`config.mk`:
```
export PLATFORM = sky130hd
export DESIGN_NAME = pc_redirect_unit
export DESIGN_NICKNAME = d
export VERILOG_FILES = /design/src/rtl/pc_redirect_unit.sv
export SDC_FILE = /design/constraint.sdc
export NUM_CORES = 1
export LEC_CHECK = 0
export ABC_AREA = 1
export CAP_MARGIN = 20
export CORE_MARGIN = 4
export CORE_UTILIZATION = 49
export DETAILED_ROUTE_END_ITERATION = 12
export PLACE_DENSITY_LB_ADDON = 0.2
export RECOVER_POWER = 100
export SLEW_MARGIN = 20
export SYNTH_ARGS = -nofsm -noshare
export SYNTH_HDL_FRONTEND = slang
export SYNTH_SLANG_ARGS = --single-unit
```
`constraint.sdc`:
```
create_clock -name clk -period 7.1 [get_ports clk]
set_input_delay 1.775 -clock clk [delete_from_list [all_inputs] [get_ports clk]]
set_output_delay 1.775 -clock clk [all_outputs]
set_load 0.05 [all_outputs]
```
`src/rtl/pc_redirect_unit.sv`:
```
// Fetch-PC register and next-PC select for the 5-stage MIPS pipeline.
// Optional fetch-address check enabled by macro PC_FETCH_CHECK_EN.
module pc_redirect_unit #(
  parameter logic [31:0] RESET_PC = 32'h0000_3000,
  parameter logic [31:0] EXC_VEC  = 32'h0000_4180,
  parameter logic [31:0] IM_BASE  = 32'h0000_3000,
  parameter logic [31:0] IM_SIZE  = 32'h0000_4000
) (
  input  logic        clk,
  input  logic        reset,
  input  logic        stall,
  input  logic [31:0] D_PC,
  input  logic [2:0]  NPCOp,
  input  logic [25:0] Imm,
  input  logic [31:0] RA,
  input  logic        b_jump,
  input  logic        exc_req,
  input  logic        eret,
  input  logic [31:0] EPC,
  output logic [31:0] F_PC,
  output logic [31:0] NPC,
  output logic [31:0] PC8,
  output logic        F_BD,
  output logic        F_AdEL,
  output logic        redirect
);

  logic [31:0] pc_q, pc_d;
  logic        bd_q, bd_d;
  logic [31:0] pc4;
  logic [31:0] br_tgt;
  logic [31:0] j_tgt;
  logic        is_br, is_j, is_jr;

  if (IM_SIZE == 32'd0 || IM_BASE[1:0] != 2'b00) begin : g_bad_cfg
    $error("pc_redirect_unit: bad fetch window");
  end

  assign is_br = (NPCOp == 3'd1);
  assign is_j  = (NPCOp == 3'd2);
  assign is_jr = (NPCOp == 3'd3);

  assign pc4    = pc_q + 32'd4;
  assign br_tgt = D_PC + 32'd4
                + {{14{Imm[15]}}, Imm[15:0], 2'b00};
  assign j_tgt  = {D_PC[31:28], Imm, 2'b00};
  assign PC8    = D_PC + 32'd8;

  always_comb begin
    NPC = pc4;
    unique case (1'b1)
      is_br & b_jump: NPC = br_tgt;
      is_j:           NPC = j_tgt;
      is_jr:          NPC = RA;
      default:        NPC = pc4;
    endcase
  end

  // Exception beats ERET, and both beat a hazard stall.
  always_comb begin
    pc_d = pc_q;
    bd_d = bd_q;
    if (exc_req) begin
      pc_d = EXC_VEC;
      bd_d = 1'b0;
    end else if (eret) begin
      pc_d = EPC;
      bd_d = 1'b0;
    end else if (!stall) begin
      pc_d = NPC;
      bd_d = is_br | is_j | is_jr;
    end
  end

  always_ff @(posedge clk) begin
    if (reset) begin
      pc_q <= RESET_PC;
      bd_q <= 1'b0;
    end else begin
      pc_q <= pc_d;
      bd_q <= bd_d;
    end
  end

  assign F_PC     = pc_q;
  assign F_BD     = bd_q;
  assign redirect = exc_req | eret;

`ifdef PC_FETCH_CHECK_EN
  localparam logic [31:0] IM_END = IM_BASE + IM_SIZE;
  assign F_AdEL = (pc_q[1:0] != 2'b00)
                | (pc_q < IM_BASE)
                | (pc_q >= IM_END);
`else
  assign F_AdEL = 1'b0;
`endif

endmodule

```
Word level (Yosys, flattened, before mapping)

Index checks and enable logic that the tools add are counted.

Flip-flop bits (word level): 33
Bits of input ports: 131
Output and inout bits: 99
Logic and storage cells: 22

$add $sub $neg: 4
Eq/ne operators: 5
Muxes and demuxes: 4
Bitwise gates (word level): 4
Reductions and logical operators: 2

Operators with widths:

| kind                                                  | count |
|---|---|
| case mux 32 bit (3 select lines)                      | 1 |
| adder 32 x 3 -> 32 bit, second input constant         | 2 |
| two-way mux 32 bit                                    | 2 |
| adder 32 bit                                          | 1 |
| adder 32 x 4 -> 32 bit, second input constant         | 1 |
| two-way mux 15 bit                                    | 1 |
| equality test 3 x 2 -> 1 bit, second input constant   | 2 |
| equality test 3 x 1 -> 1 bit, second input constant   | 1 |
| inequality test 3 x 1 -> 1 bit, second input constant | 1 |
| bitwise OR 1 bit                                      | 3 |
| OR reduction 3 bit                                    | 1 |
| inequality test 2 x 1 -> 1 bit, second input constant | 1 |
| OR reduction 2 bit                                    | 1 |
| AND 1 bit                                             | 1 |

Longest topological paths before layout

Word-level depth: 6
Mapped depth: 18
Gate-level depth less buffers: 18

Worst setup path before layout

Ideal clock, no wire load.

Path kind: input-to-output
Start point: in D_PC[13]
End point: out NPC[22]
Data arrival time: 4,205 ps
Required time: 5,325 ps
Slack: 1,120 ps
Cell stages on the path: 11
Buffers on the path: 0
Cells stage by stage: ha_1 ha_1 nand2_1 inv_1 a21oi_1 nand3_1 nand2_1 nand2_1 nand2_1 nand2_1 o21ai_0

Cells in the longest elaborated chain, start to end: 3

Ends and longest elaborated chain:

| item                             | RTL line | text |
|---|---|---|
| start: declaration               | 12       | `input logic [31:0] D_PC,` |
| adder 32 x 3 -> 32 bit           | 44       | `assign br_tgt = D_PC + 32'd4` |
| adder 32 bit                     | 45       | `+ {{14{Imm[15]}}, Imm[15:0], 2'b00};` |
| case mux 32 bit (3 select lines) | 51       | `unique case (1'b1)` |
| end: declaration                 | 21       | `output logic [31:0] NPC,` |

Every way passes these cells.

Worst setup path after layout

Start point: in eret
End point: out redirect

Cells in the longest elaborated chain, start to end: 1

Ends and longest elaborated chain:

| item               | RTL line | text |
|---|---|---|
| start: declaration | 18       | `input logic eret,` |
| bitwise OR 1 bit   | 87       | `assign redirect = exc_req \| eret;` |
| end: declaration   | 25       | `output logic redirect` |

Every way passes these cells.

==> flow_summary.toml <==
[cts]
cts.repair.resized = 0
root_buffer = "clkbuf_16"
cts_tree = "done"
cts.path.max_buffers = 2
cts_made_buffers = 5
htreeDepth = 2
clk_latency_ns = 0.28
cts.clk_slew.worst_paths_ns = 0.06
clock-sinks = 33
post_cts_buffers = 0
cts_hold_buf = 0

[yosys]
yosys-top-cells-area = "nand2_1 (21%), ha_1 (13%), dfxtp_1 (11%)"
syn_avg_cell_area_sq_um = 5.62
ys_seq_area_share_pct = 11.2
yosysMostFrequentCell = "nand2_1"
synth_area_leader_cell = "nand2_1"
ys_types = 42
yosysWarnings = 0
synth_fa_ha_area_share_pct = 12.8
synthMuxAreaShare_pct = 0
synth_nets = 1242
syn_area_sq_um = 5900
synth_top_family_by_area = "simple AND/OR/NAND/NOR gates"
synth_common_cells = "nand2_1 (331), inv_1 (156), nor2_1 (102)"
synthSimpleGateAreaFrac_pct = 41.9
synth_edf_count = 0
synth.top_cell.area_share_pct = 21.1
ys.flop_type = "dfxtp_1"
synth_xor_area_share_pct = 6.08
synth-seq-cells = 33
synth-async-reset-ratio_pct = 0
synth_compound_area_share_pct = 16.0
synth_cells = 1051

[placed_design]
post-place-cells = 1406
place_congestion = 1.00
place_ws_ns = 0.395
hpwl_um = 19900
portBuffers = 228

[detailed_routing]
vias = 7891
wl_per_cell_um = 17.0
drtAntennaViolNets = 0
dr.pass1.iters = 5
drt_iter0_markers = 721
routed_wl_um = 24000
drc = 0
via_per_inst = 5.58

[cells_and_area]
fin_nets = 1461
diodes = 0
seqCellArea_sq_um = 661
layout-drive-gt1-share_pct = 2.91
multi_input_area_sq_um = 4540
final_util_pct = 72.0
stdcell_count = 1414
synthToLayoutAreaGrowth_pct = 41.7
filler_cell_count = 1029

[setup_path]
endpoint_kind = "primary output"
crit_fanout = 35
worstPathArrival_ns = 5.04
start_kind = "input pin"
worstPathRequired_ns = 5.33
crit_type = "in2out"

[floorplan]
dieArea_sq_um = 13900
die-width_um = 118
fp-row-count = 39
start_util_pct = 50.8
die_y_um = 118
io_pins = 230
coreArea_sq_um = 11600

[timing]
setup_tns_ns = 0
hold_violations = 0
slew_viol_final = 36
rsz0062_at_grt = "no"
tightest_slew_ns = 1.62
post-route-min-period_ns = 6.82
slew_headroom_pct = -8.06
clock_skew_ns = 0.00452
holdWs_ns = 0.511
post-route-period-util_pct = 96.0
fmax_mhz = 147
worst_slack_ns = 0.282
setup_viol = 0

[grt]
grt_pass1_vias = 7650
grt_max_degree = 36
grt_pass1_wl_um = 38500
overflow = 0
antenna_found_initial = 0
track_usage_pct = 33.4

[pwr]
p_seq_share_pct = 19.9
p_comb_share_pct = 59.4
max-vdd-ir-drop_mv = 0.0944
power.internal_uw = 538
p_per_area_nw_per_um2 = 124
p_leak_nw = 3.97
p_clk_share_pct = 20.8
p_switching_uw = 499
sw_frac_of_total_pct = 48.1

[run_status]
violations = "capacitance limit, slew limit"
status = "finished with violations"

[run]
cap_violations = 1

[min_path]
hold_path_class = "reg2reg"
-- stage by stage --
step / cell area, sq um / total power [mW]
final: 8360 / 1.04
after global routing: 8360 / 1.10
after CTS: 8420 / 1.05
after detailed placement: 8280 / 0.834
after global placement: 8280 / 0.828
after floorplan: 5900 / 0.597
-- worst max-delay path, stage by stage --
cell and delay (ns):
dlygate4sd3_1 0.52, clkbuf_1 1.17, inv_1 0.39, nand2_1 0.24
dlygate4sd3_1 0.93
-- cell type report --
cell class / instances / area share [%]
Clock buffer: 5 / 1.50
Clock inverter: 3 / 0.209
Inverter: 157 / 7.05
Multi-Input combinational cell: 836 / 54.3
Sequential cell: 33 / 7.90
Tap cell: 143 / 2.14
Timing Repair Buffer: 237 / 26.9
-- power groups by stage --
stage | logic (mW) | clock network [mW] | registers, mW
after CTS | 0.628 | 0.213 | 0.206
after detailed placement | 0.625 | 0 | 0.210
after global routing | 0.668 | 0.225 | 0.207
final | 0.616 | 0.216 | 0.206
after floorplan | 0.361 | 0 | 0.236
after global placement | 0.618 | 0 | 0.210
-- layer usage --
layer / global-route usage (%) / vias to the layer above / wire (um)
met5: 0 / - / 0
met4: 11.3 / 0 / 815
met3: 6.44 / 62 / 2120
met2: 57.2 / 432 / 11200
met1: 41.8 / 3541 / 9840
li1: - / 3856 / -
-- placed cells by master, fill, tap and decap left out, types with 12 or more instances in the layout --
master           Yosys  layout
clkbuf_1            17      16
ha_1                59      59
a21oi_1             59      59
dfxtp_1             33      33
nand4_1             12      12
o21ai_0             38      38
xor2_1              30      30
dlygate4sd3_1        0      84
clkdlybuf4s50_1      0     129
nand3_1             85      85
nor2_1             102     101
inv_1              156     157
nand2_1            331     331
a22oi_1             20      20
nor3_1              19      19
-- logic make-up (layout without fill, tap and decap cells) --
kind of cell,Yosys count,after routing
AOI/OAI and AO/OA,158,158
xor gates and xnor gates,41,41
adders and majority gates,60,60
buffers and inverters,182,402
DFF,33,33
other,1,1
and+or+nand+nor,576,576
-- state kept, by name (all words and copies together), names as in the netlist --
signal	flops
F_BD	1
F_PC	32
-- path summary, 6_finish.rpt --
path | startpoint | to | slack, ns | cells past startpoint
hold reg to reg | F_PC[0]$_SDFFE_PP0P_ | F_PC[0]$_SDFFE_PP0P_ | 0.51 | 2
setup reg to reg | F_PC[2]$_SDFFE_PP0P_ | F_PC[16]$_SDFFE_PP0P_ | 4.76 | 11
setup / recovery | eret | redirect | 0.28 | 5
hold / removal | F_PC[0]$_SDFFE_PP0P_ | F_PC[0]$_SDFFE_PP0P_ | 0.51 | 2
Note: power is estimated with default switching activity, not from simulation.
